### src/rtl/fetch_prefetch.sv
// Instruction prefetcher: one outstanding memory read at a time fills a DEPTH-entry {pc,inst}
// FIFO, which drains into a registered decode-side output stage with jump/stall/flush control.
module fetch_prefetch #(
    parameter int              XLEN     = 32,
    parameter int              DEPTH    = 4,
    parameter logic [XLEN-1:0] RESET_PC = '0,
    parameter logic [31:0]     NOP      = 32'h0000_0013
) (
    input  logic                       i_clk,
    input  logic                       i_rst,
    input  logic                       i_stall,
    input  logic                       i_flush,
    input  logic                       i_jump,
    input  logic [XLEN-1:0]            i_jump_addr,
    input  logic [31:0]                i_inst_data,
    input  logic                       i_inst_ack,
    output logic                       o_inst_req,
    output logic [XLEN-1:0]            or_inst_req_addr,
    output logic [31:0]                or_inst_data,
    output logic [XLEN-1:0]            or_pc,
    output logic                       o_valid,
    output logic                       o_busy,
    output logic [$clog2(DEPTH+1)-1:0] o_level
);
    localparam int              AW      = $clog2(DEPTH);
    localparam int              LW      = $clog2(DEPTH + 1);
    localparam logic [LW-1:0]   FULL    = LW'(DEPTH);
    localparam logic [XLEN-1:0] PC_STEP = XLEN'(4);

    typedef enum logic [1:0] {S_IDLE, S_REQ, S_DROP} state_t;

    state_t          state_q, state_d;
    logic [XLEN-1:0] pc_q, pc_d;
    logic [XLEN-1:0] req_addr_q, req_addr_d;
    logic [LW-1:0]   level_q, level_d;
    logic [AW-1:0]   rd_ptr_q, wr_ptr_q;
    logic [XLEN-1:0] fifo_pc_q   [DEPTH];
    logic [31:0]     fifo_inst_q [DEPTH];
    logic [31:0]     inst_q;
    logic [XLEN-1:0] out_pc_q;
    logic            valid_q;
    logic            push, pop;

    // A jump always discards the returning word; stall and flush keep the head in place.
    assign push = (state_q == S_REQ) && i_inst_ack && !i_jump;
    assign pop  = !i_jump && !i_stall && !i_flush && (level_q != '0);

    always_comb begin
        level_d = level_q;
        if (i_jump)
            level_d = '0;
        else if (push && !pop)
            level_d = level_q + LW'(1);
        else if (pop && !push)
            level_d = level_q - LW'(1);
    end

    always_comb begin
        state_d    = state_q;
        pc_d       = pc_q;
        req_addr_d = req_addr_q;
        unique case (state_q)
            S_IDLE: begin
                if (i_jump) begin
                    pc_d       = i_jump_addr;
                    req_addr_d = i_jump_addr;
                    state_d    = S_REQ;
                end else if (level_q < FULL) begin
                    req_addr_d = pc_q;
                    state_d    = S_REQ;
                end
            end
            S_REQ: begin
                if (i_jump) begin
                    pc_d = i_jump_addr;
                    if (i_inst_ack) begin
                        req_addr_d = i_jump_addr;
                    end else begin
                        state_d = S_DROP;
                    end
                end else if (i_inst_ack) begin
                    pc_d = pc_q + PC_STEP;
                    if (level_d < FULL)
                        req_addr_d = pc_q + PC_STEP;
                    else
                        state_d = S_IDLE;
                end
            end
            S_DROP: begin
                // The stale request stays on the bus at its old address until memory answers.
                if (i_jump)
                    pc_d = i_jump_addr;
                if (i_inst_ack) begin
                    req_addr_d = pc_d;
                    state_d    = S_REQ;
                end
            end
            default: state_d = S_IDLE;
        endcase
    end

    always_ff @(posedge i_clk) begin
        if (i_rst) begin
            state_q    <= S_IDLE;
            pc_q       <= RESET_PC;
            req_addr_q <= '0;
            level_q    <= '0;
            rd_ptr_q   <= '0;
            wr_ptr_q   <= '0;
            inst_q     <= '0;
            out_pc_q   <= '0;
            valid_q    <= 1'b0;
        end else begin
            state_q    <= state_d;
            pc_q       <= pc_d;
            req_addr_q <= req_addr_d;
            level_q    <= level_d;
            if (i_jump) begin
                rd_ptr_q <= '0;
                wr_ptr_q <= '0;
            end else begin
                if (push) wr_ptr_q <= wr_ptr_q + AW'(1);
                if (pop)  rd_ptr_q <= rd_ptr_q + AW'(1);
            end
            if (i_jump) begin
                inst_q  <= NOP;
                valid_q <= 1'b0;
            end else if (i_stall) begin
                inst_q  <= inst_q;
            end else if (i_flush) begin
                inst_q  <= NOP;
                valid_q <= 1'b1;
            end else if (pop) begin
                inst_q   <= fifo_inst_q[rd_ptr_q];
                out_pc_q <= fifo_pc_q[rd_ptr_q];
                valid_q  <= 1'b1;
            end else begin
                valid_q <= 1'b0;
            end
        end
    end

    always_ff @(posedge i_clk) begin
        if (push) begin
            fifo_pc_q[wr_ptr_q]   <= pc_q;
            fifo_inst_q[wr_ptr_q] <= i_inst_data;
        end
    end

    assign o_inst_req       = (state_q != S_IDLE);
    assign o_busy           = (state_q != S_IDLE);
    assign or_inst_req_addr = req_addr_q;
    assign or_inst_data     = inst_q;
    assign or_pc            = out_pc_q;
    assign o_valid          = valid_q;
    assign o_level          = level_q;
endmodule

### config.mk
export PLATFORM = sky130hd
export DESIGN_NAME = fetch_prefetch
export DESIGN_NICKNAME = d
export VERILOG_FILES = /design/src/rtl/fetch_prefetch.sv
export SDC_FILE = /design/constraint.sdc
export NUM_CORES = 1
export LEC_CHECK = 0
export CELL_PAD_IN_SITES_DETAIL_PLACEMENT = 1
export CELL_PAD_IN_SITES_GLOBAL_PLACEMENT = 2
export CORE_AREA = 2 2 197 199
export CTS_CLUSTER_DIAMETER = 100
export DETAILED_ROUTE_END_ITERATION = 16
export DIE_AREA = 0 0 199 201
export PLACE_DENSITY = 0.94
export SLEW_MARGIN = 20
export SYNTH_ARGS = -nofsm -noshare
export SYNTH_HDL_FRONTEND = slang
export SYNTH_SLANG_ARGS = --single-unit
### constraint.sdc
create_clock -name i_clk -period 8.25 [get_ports i_clk]
set_clock_uncertainty 0.05 [all_clocks]
set_input_delay 1.65 -clock i_clk [delete_from_list [all_inputs] [get_ports i_clk]]
set_output_delay 1.65 -clock i_clk [all_outputs]
set_load 0.03 [all_outputs]
# Word level (Yosys, flattened, before mapping)
# Memories as Yosys holds them, arrays and structs flattened. A register that Yosys moved wholly into a read port is not among the register bits.
# Index checks and enable logic that the tools add are counted.
[op_classes]
order_cmp = 2
n_eq_ne = 10
bitwise_logic = 3
reduce_logical = 27
n_addsub = 5
mux = 33
[op_table]
columns = ["operator", "count"]
rows = [
  ["$mux W32", 12],
  ["$pmux W32 S3", 1],
  ["$pmux W32 S2", 1],
  ["$add A32 B3 Y32 const B", 1],
  ["$mux W2", 9],
  ["$ne A3 B3 Y1 const B", 4],
  ["$mux W5", 2],
  ["$reduce_and A5 Y1", 2],
  ["$mux W3", 3],
  ["$reduce_bool A3 Y1", 3],
  ["$logic_and A1 B1 Y1", 7],
  ["$lt A3 B3 Y1 const B", 2],
  ["$pmux W2 S3", 1],
  ["$reduce_and A2 Y1", 3],
  ["$reduce_bool A2 Y1", 3],
  ["$logic_not A1 Y1", 5],
  ["$add A2 B1 Y2 const B", 2],
  ["$mux W1", 4],
  ["$ne A2 B2 Y1 const B", 2],
  ["$reduce_and A4 Y1", 1],
  ["$reduce_or A2 Y1", 2],
  ["$add A3 B1 Y3 const B", 1],
  ["$ne A3 B2 Y1 const B", 1],
  ["$not A1 Y1", 3],
  ["other kinds (5)", 5],
]
[word_totals]
ram_bits = 256
word_cells = 91
ff_bits = 106
mem_count = 2
output_inout_bits = 102
[mem_list]
columns = ["name", "words", "word_bits", "read_ports", "rd_clocked_by_memory_dff", "write_ports", "line_no", "text"]
rows = [
  ["fifo_inst_q", 4, 32, 1, 1, 1, "38", "logic [31:0] fifo_inst_q [DEPTH];"],
  ["fifo_pc_q", 4, 32, 1, 1, 1, "37", "logic [XLEN-1:0] fifo_pc_q [DEPTH];"],
]

# Depth between registers and ports, before layout
# Gate-level depths: netlist (run 1).
[logic_depth]
depth_word = 13
ltp_mapped = 15

# Worst setup path before layout (run 1)
# OpenSTA, ideal clock, no wires.
[synth_timing]
path_type = "input to register"
from = "in i_inst_ack"
to = "mem fifo_inst_q[0][0] (enable)"
cell_stages = 7
arrival_ns = 4.268
setup_time_ns = 0.429
path_slack_ns = 3.503
cell_sequence = "buf_2 -> nand2_1 -> or3_1 -> clkbuf_1 -> inv_1 -> clkbuf_1 -> and2_1"
[synth_via]
elab_chain_len = 4
[synth_lines]
columns = ["element", "line_no", "text"]
rows = [
  ["from (decl)", "16", "input logic i_inst_ack,"],
  ["$logic_and A1 B1 Y1 (2 in a row)", "45", "assign push = (state_q == S_REQ) && i_inst_ack && !i_jump;"],
  ["net push", "42", "logic push, pop;"],
  ["$mux W1", "144", "if (push) begin"],
  ["$mux W1 (implied by the code)", "146", "fifo_inst_q[wr_ptr_q] <= i_inst_data;"],
  ["to (decl)", "38", ""],
]
# The timed path passes the listed nets, and every way through them passes these cells.

# Worst setup path in the final report (run 1)
[layout_timing]
from = "in i_inst_ack"
to = "reg req_addr_q[9] (netlist: or_inst_req_addr[9])"
[layout_via]
elab_chain_len = 10
word_cells_on_any_way = 13
[layout_lines]
columns = ["element", "line_no", "text"]
rows = [
  ["$logic_and A1 B1 Y1 (2 in a row)", "45", ""],
  ["$logic_not A1 Y1", "54", "else if (pop && !push)"],
  ["$logic_and A1 B1 Y1", "54", ""],
  ["$mux W3", "54", ""],
  ["$mux W3", "52", "else if (push && !pop)"],
  ["$mux W3", "50", "if (i_jump)"],
  ["$lt A3 B3 Y1", "83", "if (level_d < FULL)"],
  ["$ne A3 B2 Y1 (no source line)", "--", ""],
  ["$reduce_and A5 Y1 (no source line) (*)", "--", ""],
  ["to (signal assigned)", "116", "req_addr_q <= req_addr_d;"],
  ["to (decl)", "34", "logic [XLEN-1:0] req_addr_q, req_addr_d;"],
]
# Every way passes the cells marked *; elsewhere a longest branch is shown, timed or not.
# A chain may end at the register's enable or synchronous reset.

==> results of run 1 <==
through the flow:
stage | util [%] | hold slack, ps | worst slack, ps
after CTS | 51.1 | 403 | 2860
final | 51.1 | 404 | 2870
after global routing | 51.1 | 431 | 2450
after floorplan | - | 405 | 3500
after global placement | 47.7 | 394 | 2450
after detailed placement | 47.7 | 396 | 2280
flip-flops by register name, summed over array words and instances, names as in the netlist, 2 cells and up, named ones only:
signal            count
or_inst_req_addr     32
or_inst_data         32
state_q               2
fifo_inst_q         128
wr_ptr_q              2
rd_ptr_q              2
o_level               3
fifo_pc_q           128
or_pc                32
pc_q                 32
cells by family (layout without fill, tap and decap cells):
| logic type | Yosys count | after routing | share of synthesized area [%] |
|---|---|---|---|
| compound gates | 224 | 224 | 9.39 |
| flops | 396 | 396 | 65.0 |
| mux | 72 | 72 | 9.43 |
| simple gates | 348 | 348 | 10.4 |
| fa+ha+maj | 11 | 11 | 0.845 |
| xor+xnor | 32 | 32 | 1.74 |
| buf+inv | 108 | 280 | 3.18 |
| other cells | 0 | 1 | 0 |
routing by layer:
layer	part of all wire, %	vias to the layer above
li1	-	4829
met1	41	5653
met2	49	507
met3	7.4	93
met4	2.7	2
met5	0.019	-
worst max-delay path, stage by stage:
cell and delay, ps:
clkdlybuf4s50_1 620, nand2_1 150, or3_1 590, inv_1 470
ha_1 350, and4b_1 250, nor4_2 410, a211o_1 850
a2111oi_0 160, a31o_2 270
where the power goes:
group,internal (µW),switching [µW]
Combinational,108,166
Clock,1020,792
Sequential,2150,58.6
Total,3280,1020
cells in the final DEF (no fill, tap or decap), types with 17 or more instances in the layout:
cell               n
nand3_1           29
dfxtp_1          138
o22ai_1           17
clkbuf_1          17
o21ai_0           22
edfxtp_1         256
mux4_2            64
xor2_1            20
a21oi_1           61
nor3_1            17
clkdlybuf4s50_1  169
nand4_1           29
nand2_1          128
a22oi_1           47
buf_4             19
clkbuf_16         43
nor2_1            79
how the worst min path moves through the flow:
| stage | end | slack, ps | depth (start not counted) |
|---|---|---|---|
| 2_1_floorplan | fifo_pc_q[0][20] | 400 | 0 |
| 3_3_place_gp | or_pc[2] | 390 | 2 |
| 3_5_place_dp | or_pc[2] | 400 | 2 |
| 4_1_cts | or_pc[2] | 400 | 2 |
| 5_1_grt | or_inst_req_addr[23] | 430 | 2 |
| 6_report | or_pc[2] | 400 | 2 |
layout make-up:
type                            instances  area [µm²]  area share [%]
Sequential cell                       396       10500            53.8
Multi-Input combinational cell        687        5150            26.4
Timing Repair Buffer                  189        1840            9.44
Clock buffer                           61        1150            5.92
Tap cell                              518         648            3.33
Clock inverter                         19         156           0.803
Inverter                               11        41.3           0.212
Antenna cell                            1        2.50          0.0128
==> flow_summary.json, run 1 <==
{
  "clock.fmax_mhz": 186,
  "endpoint": "or_inst_req_addr[9]",
  "worstPathMaxFanout": 28,
  "cp-startpoint": "i_inst_ack",
  "clk_latency_ps": 560,
  "cts_tree": "built",
  "arrival_ps": 5780,
  "synth.area.top_cells": "edfxtp_1, dfxtp_1, mux4_2",
  "hp-class": "reg -> reg",
  "slew_violations": 0,
  "clockBufferDepth": 3,
  "dieArea_um2": 40000,
  "reg2regPathDepth": 10,
  "end_kind": "flop",
  "cts_max_level": 2,
  "fin_area_um2": 19500,
  "worstSetupStartpointType": "input port",
  "layout_min_cycle_time_ps": 5380,
  "crit_type": "in -> reg",
  "dr.first_iter.drc_count": 984,
  "routabilityCongestion": 0.814,
  "crit-reg2reg-launch": "state_q[0]",
  "grt_pass1_vias": 11600,
  "hold_viol_final": 0,
  "worst_pin_slew_ps": 1050,
  "synth.cells.most_frequent": "edfxtp_1, dfxtp_1, nand2_1, nor2_1, mux4_2",
  "min_from": "or_pc[2]",
  "synth_area_um2": 16100,
  "vdd_drop_max_mv": 0.151,
  "path_clk_slew_ps": 60,
  "firstDrtPassIters": 5,
  "finalSetupViolCount": 0,
  "fin_cells": 1882,
  "start_util_pct": 42.4,
  "avgSynthCellArea_um2": 13.6,
  "yosysTopAreaCell": "edfxtp_1",
  "grtUsageMet1_pct": 32.1,
  "vias_per_cell": 5.89,
  "drive_above_1_share_pct": 12.2,
  "grt_max_degree": 64,
  "grtUsageMet2_pct": 39.0,
  "grt_overflow": 0,
  "syn-instance-count": 1191,
  "synth_edf_count": 256,
  "grt_busiest_layer": "met2",
  "outcome": "completed",
  "synth_fp_nets": 1271,
  "fin_nets": 1408,
  "vias": 11100,
  "dpl.cell_count": 1801,
  "regToRegSetupSlack_ps": 3850,
  "routedWlPerCell_um": 25.2,
  "port_buffers": 171,
  "p_leak_uw": 0.00613,
  "grt_usage_pct": 23.7,
  "grt_use_met3_pct": 4.33,
  "rr_endpoint": "or_inst_req_addr[9]",
  "synth_most_common_cell": "edfxtp_1",
  "holdBufCountCts": 0,
  "clock_sinks": 396,
  "postCtsSetupBuffers": 0,
  "rows": 72,
  "max-cap-violations": 0,
  "post_dp_cell_area_um2": 18200,
  "ioPinCount": 172,
  "postCtsResizedCells": 0,
  "ys_ff_latch": 396,
  "ys_warn_count": 0,
  "post-route-period-util_pct": 65.2,
  "finalPower_uw": 4290,
  "async_reset_ff_share_pct": 0,
  "dp_hpwl_um": 30200,
  "rsz0062_at_grt": "false",
  "relSlewSlack_pct": 30.0,
  "dieWidth_um": 199,
  "numCtsBuffers": 43,
  "grt_pass1_wl_um": 71800,
  "fp.coreArea_um2": 38100,
  "synth.distinct_cells": 72,
  "drcViolationCount": 0,
  "pwr_density_cell_nw_per_um2": 220,
  "clockRootBuffer": "clkbuf_16",
  "ys_seq_area_share_pct": 65.0,
  "fillers": 3776,
  "antenna_found_initial": 1,
  "drtAntennaViolNets": 0,
  "totalNegativeSetupSlack_ps": 0,
  "routed_wl_um": 47500,
  "synth_top_area_share_pct": 47.6,
  "dieHeight_um": 201,
  "cp.required_ps": 8650,
  "synth_ff_type": "edfxtp_1",
  "area_delta_synth_final_pct": 20.7
}
Power figures use the tool's default switching activity.
==> run 2, diff against run 1 <==
--- a/config.mk
+++ b/config.mk
@@ -7,11 +7,11 @@
 export LEC_CHECK = 0
 export CELL_PAD_IN_SITES_DETAIL_PLACEMENT = 1
 export CELL_PAD_IN_SITES_GLOBAL_PLACEMENT = 2
-export CORE_AREA = 2 2 197 199
+export CORE_AREA = 2 2 204 206
 export CTS_CLUSTER_DIAMETER = 100
 export DETAILED_ROUTE_END_ITERATION = 16
-export DIE_AREA = 0 0 199 201
-export PLACE_DENSITY = 0.94
+export DIE_AREA = 0 0 206 208
+export PLACE_DENSITY = 0.89
 export SLEW_MARGIN = 20
 export SYNTH_ARGS = -nofsm -noshare
 export SYNTH_HDL_FRONTEND = slang
==> constraint.sdc (replaced) <==
create_clock -name i_clk -period 5 [get_ports i_clk]
set_clock_uncertainty 0.05 [all_clocks]
set_input_delay 1 -clock i_clk [delete_from_list [all_inputs] [get_ports i_clk]]
set_output_delay 1 -clock i_clk [all_outputs]
set_load 0.03 [all_outputs]
==> flow_summary.json, run 2 (synthesis results as in run 1) <==
{
  "outcome": "completed",
  "p_leak_uw": 0.00627,
  "grt_overflow": 0,
  "drtAntennaViolNets": 0,
  "final_common_cell": "edfxtp_1",
  "grt_max_degree": 65,
  "port_buffers": 171,
  "antenna_found_initial": 1,
  "fin_nets": 1413,
  "grt_pass1_wl_um": 71600,
  "postCtsResizedCells": 0,
  "drcViolationCount": 0,
  "dr.first_iter.drc_count": 781,
  "layout_min_cycle_time_ps": 4120,
  "vias_per_cell": 5.79,
  "relSlewSlack_pct": 27.1,
  "routabilityCongestion": 0.846,
  "clk_latency_ps": 570,
  "dieArea_um2": 42800,
  "dp_hpwl_um": 29300,
  "fin_area_um2": 19800,
  "end_kind": "flop",
  "grt_usage_pct": 21.8,
  "ioPinCount": 172,
  "clock_sinks": 396,
  "antenna_cells": 0,
  "grt_pass1_vias": 11700,
  "postCtsSetupBuffers": 0,
  "reg.largest.list": "fifo_inst_q: 128 flops, fifo_pc_q: 128 flops",
  "post-route-period-util_pct": 82.5,
  "crit_type": "in -> reg",
  "multiInputGateArea_um2": 5150,
  "numCtsBuffers": 42,
  "pwr_density_cell_nw_per_um2": 376,
  "layout_common_cells": "edfxtp_1, clkdlybuf4s50_1, dfxtp_1",
  "finalSetupViolCount": 0,
  "arrival_ps": 4550,
  "clockBufferDepth": 3,
  "holdBufCountCts": 0,
  "whs_ps": 403,
  "path_clk_slew_ps": 60,
  "vias": 11000,
  "worst_pin_slew_ps": 1090,
  "hold_viol_final": 0,
  "crit-reg2reg-launch": "o_level[0]",
  "cp-startpoint": "i_inst_ack",
  "cts_tree": "built",
  "drive_above_1_share_pct": 13.3,
  "worstPathMaxFanout": 16,
  "cts_max_level": 2,
  "clockRootBuffer": "clkbuf_16",
  "cp.required_ps": 5420,
  "dieHeight_um": 208,
  "routedWlPerCell_um": 24.6,
  "regArea_um2": 10500,
  "area_delta_synth_final_pct": 22.4,
  "finalPower_uw": 7420,
  "fp.coreArea_um2": 40600,
  "hp-class": "reg -> reg",
  "firstDrtPassIters": 5,
  "rsz0062_at_grt": "false",
  "max-cap-violations": 0,
  "min_from": "or_inst_req_addr[12]",
  "start_util_pct": 39.8,
  "slew_violations": 0,
  "worstSetupStartpointType": "input port",
  "fillers": 4057,
  "routed_wl_um": 46600,
  "rows": 74,
  "clock.fmax_mhz": 243,
  "post_dp_cell_area_um2": 18300,
  "vdd_drop_max_mv": 0.257,
  "dieWidth_um": 206
}
-- run 2: layout make-up --
cell class	instances	area share, %
Clock buffer	53	5.68
Clock inverter	24	1.75
Inverter	11	0.209
Multi-Input combinational cell	687	26.1
Sequential cell	396	53.1
Tap cell	532	3.37
Timing Repair Buffer	195	9.81
-- run 2: final timing paths --
kind                            cells after the start              endpoint  slack (ps)
worst min-delay path                                2  or_inst_req_addr[12]         400
worst max register to register                     10  or_inst_req_addr[10]        1220
worst min register to register                      2  or_inst_req_addr[12]         400
worst max-delay path                               10  or_inst_req_addr[10]         880
-- run 2: per-stage QoR --
| stage | cells | setup TNS, ps | setup WS, ps | utilization [%] |
|---|---|---|---|---|
| 2_1_floorplan | 1191 | 0 | 903 | - |
| 3_3_place_gp | 1820 | -859 | -124 | 45.1 |
| 3_5_place_dp | 1821 | 0 | 396 | 45.1 |
| 4_1_cts | 1898 | 0 | 976 | 48.7 |
| 5_1_grt | 1898 | 0 | 729 | 48.7 |
| 6_report | 1898 | 0 | 877 | 48.7 |
-- run 2: worst max-delay path: stages --
cell             delay, ps
clkdlybuf4s50_1        620
nand2_1                170
or3_1                  420
buf_4                  240
ha_1                   250
nand3b_1               110
nand2_1                170
a211oi_4               610
nand2_1                570
o221ai_1               360
-- run 2: power by group --
| part | internal, µW | switching (µW) |
|---|---|---|
| logic | 182 | 277 |
| registers | 3550 | 93.2 |
| clock network | 2020 | 1310 |
| total | 5750 | 1680 |
-- run 2: routing by layer --
| metal | global-route usage [%] | wire, µm | vias up |
|---|---|---|---|
| met3 | 4.10 | 3120 | 59 |
| met1 | 30.2 | 20000 | 5684 |
| met5 | 0 | 0 | - |
| li1 | - | - | 4847 |
| met4 | 5.30 | 822 | 0 |
| met2 | 35.5 | 22600 | 392 |
==> run 3, diff against run 2 <==
--- a/config.mk
+++ b/config.mk
@@ -7,11 +7,11 @@
 export LEC_CHECK = 0
 export CELL_PAD_IN_SITES_DETAIL_PLACEMENT = 1
 export CELL_PAD_IN_SITES_GLOBAL_PLACEMENT = 2
-export CORE_AREA = 2 2 204 206
+export CORE_AREA = 2 2 215 217
 export CTS_CLUSTER_DIAMETER = 100
 export DETAILED_ROUTE_END_ITERATION = 16
-export DIE_AREA = 0 0 206 208
-export PLACE_DENSITY = 0.89
+export DIE_AREA = 0 0 217 219
+export PLACE_DENSITY = 0.85
 export SLEW_MARGIN = 20
 export SYNTH_ARGS = -nofsm -noshare
 export SYNTH_HDL_FRONTEND = slang
==> constraint.sdc (replaced) <==
create_clock -name i_clk -period 3.5 [get_ports i_clk]
set_clock_uncertainty 0.05 [all_clocks]
set_input_delay 0.7 -clock i_clk [delete_from_list [all_inputs] [get_ports i_clk]]
set_output_delay 0.7 -clock i_clk [all_outputs]
set_load 0.03 [all_outputs]
==> flow_summary.json, run 3 (synthesis results as in run 1) <==
{
  "outcome": "completed",
  "port_buffers": 171,
  "reg.largest.list": "fifo_inst_q: 128 flops, fifo_pc_q: 128 flops",
  "dp_slack_ps": -247,
  "ioPinCount": 172,
  "routed_wl_um": 45600,
  "relSlewSlack_pct": 31.9,
  "grt_pass1_wl_um": 69700,
  "routedWlPerCell_um": 22.8,
  "firstDrtPassIters": 4,
  "fin_nets": 1447,
  "post-route-period-util_pct": 93.9,
  "routabilityCongestion": 0.859,
  "vias": 11000,
  "fin_cells": 2002,
  "layout_common_cells": "edfxtp_1, clkdlybuf4s50_1, dfxtp_1",
  "clockRootBuffer": "clkbuf_16",
  "dieWidth_um": 217,
  "postCtsSetupBuffers": 0,
  "antenna_found_initial": 0,
  "worstPathBufferInverterCount": 4,
  "crit_type": "reg -> reg",
  "layout_min_cycle_time_ps": 3290,
  "hold_viol_final": 0,
  "clockBufferDepth": 3,
  "drcViolationCount": 0,
  "worst_path_largest_cell_delay_ps": 560,
  "slew_violations": 0,
  "grt_max_degree": 64,
  "clock_sinks": 396,
  "worst_pin_slew_ps": 1010,
  "drtAntennaViolNets": 0,
  "arrival_ps": 3690,
  "fin_ws_ps": 215,
  "numCtsBuffers": 43,
  "dr.first_iter.drc_count": 747,
  "hp-class": "reg -> reg",
  "p_leak_uw": 0.00642,
  "finalSetupViolCount": 0,
  "cts_tree": "built",
  "path_clk_slew_ps": 60,
  "area_delta_synth_final_pct": 24.4,
  "end_kind": "flop",
  "pwr_density_cell_nw_per_um2": 520,
  "dpl.cell_count": 1922,
  "drive_above_1_share_pct": 15.5,
  "grt_overflow": 0,
  "grt_usage_pct": 19.2,
  "vdd_drop_max_mv": 0.365,
  "final_common_cell": "edfxtp_1",
  "vias_per_cell": 5.48,
  "worstSetupStartpointType": "flop",
  "rows": 78,
  "clock.fmax_mhz": 304,
  "fp.coreArea_um2": 45100,
  "dieArea_um2": 47500,
  "rsz0062_at_grt": "false",
  "whs_ps": 404,
  "dieHeight_um": 219,
  "clk_latency_ps": 580,
  "max-cap-violations": 0,
  "grt_pass1_vias": 11600,
  "crit_family": "simple AND/OR/NAND/NOR gates",
  "start_util_pct": 35.8,
  "dp_hpwl_um": 29500,
  "cp.required_ps": 3910,
  "worstPathMaxFanout": 17,
  "cts_max_level": 2,
  "antenna_cells": 0,
  "path_cells": "inv_1, ha_1, nor2b_1, or4_1, ha_1, and4b_1, nor4_2, buf_4, a211o_1, buf_12, buf_4, o41ai_1",
  "cp_slowest_cell": "or4_1"
}
run 3: cell types whose count changed in the layout (fill, tap and decap cells not counted), sizes merged:
cell | previous run | this run
buf | 26 | 59
clkinvlp | 0 | 4
bufinv | 8 | 3
clkbuf | 53 | 55
clkinv | 15 | 17
run 3: path summary, 6_finish.rpt:
path / start / end / slack [ps] / cells past startpoint
max: o_level[0] / or_inst_req_addr[18] / 210 / 12
min: or_pc[0] / or_pc[0] / 400 / 2
max reg2reg: o_level[0] / or_inst_req_addr[18] / 210 / 12
min reg2reg: or_pc[0] / or_pc[0] / 400 / 2
run 3: routing by layer:
layer	routed length, µm	up-vias	GRT usage [%]
met5	0	-	0
met1	20400	5667	25.7
met2	21800	316	31.9
li1	-	4918	-
met3	2430	67	3.85
met4	1020	0	5.23
run 3: repair_timing:
item                                    CTS  global route
endpoints found under the hold margin     0             0
resized for setup                         0             1
hold buffers                              0             0
endpoints found under the setup margin    0             1
run 3: area by class of cell:
| type | instances | area (µm²) |
|---|---|---|
| Clock buffer | 55 | 1180 |
| Inverter | 11 | 41.3 |
| Tap cell | 600 | 751 |
| Multi-Input combinational cell | 687 | 5140 |
| Timing Repair Buffer | 228 | 2230 |
| Fill cell | 4602 | 25000 |
| Sequential cell | 396 | 10500 |
| Clock inverter | 25 | 241 |
run 3: power by group:
group,leakage [µW],switching [µW],total (µW),internal (µW)
Clock,0.000694,1930,4560,2630
Combinational,0.00227,397,685,288
Sequential,0.00346,126,5190,5070
Total,0.00642,2450,10400,7990
run 3: metrics by stage:
stage          cell area (µm²)  power [µW]  util [%]  setup TNS [ps]
2_1_floorplan            16100        5610         -               0
3_3_place_gp             18700        5940      41.4           -1570
3_5_place_dp             18700        5970      41.4           -3190
4_1_cts                  20100       10500      44.5               0
5_1_grt                  20100       10800      44.5               0
6_report                 20100       10400      44.5               0
run 3: tightest hold or removal path, delay by kind of cell, from the launching register on:
family	cells	cell delay, ps
flip-flops	1	300
AO/OA/AOI/OAI	1	50
AND/OR/NAND/NOR	1	50
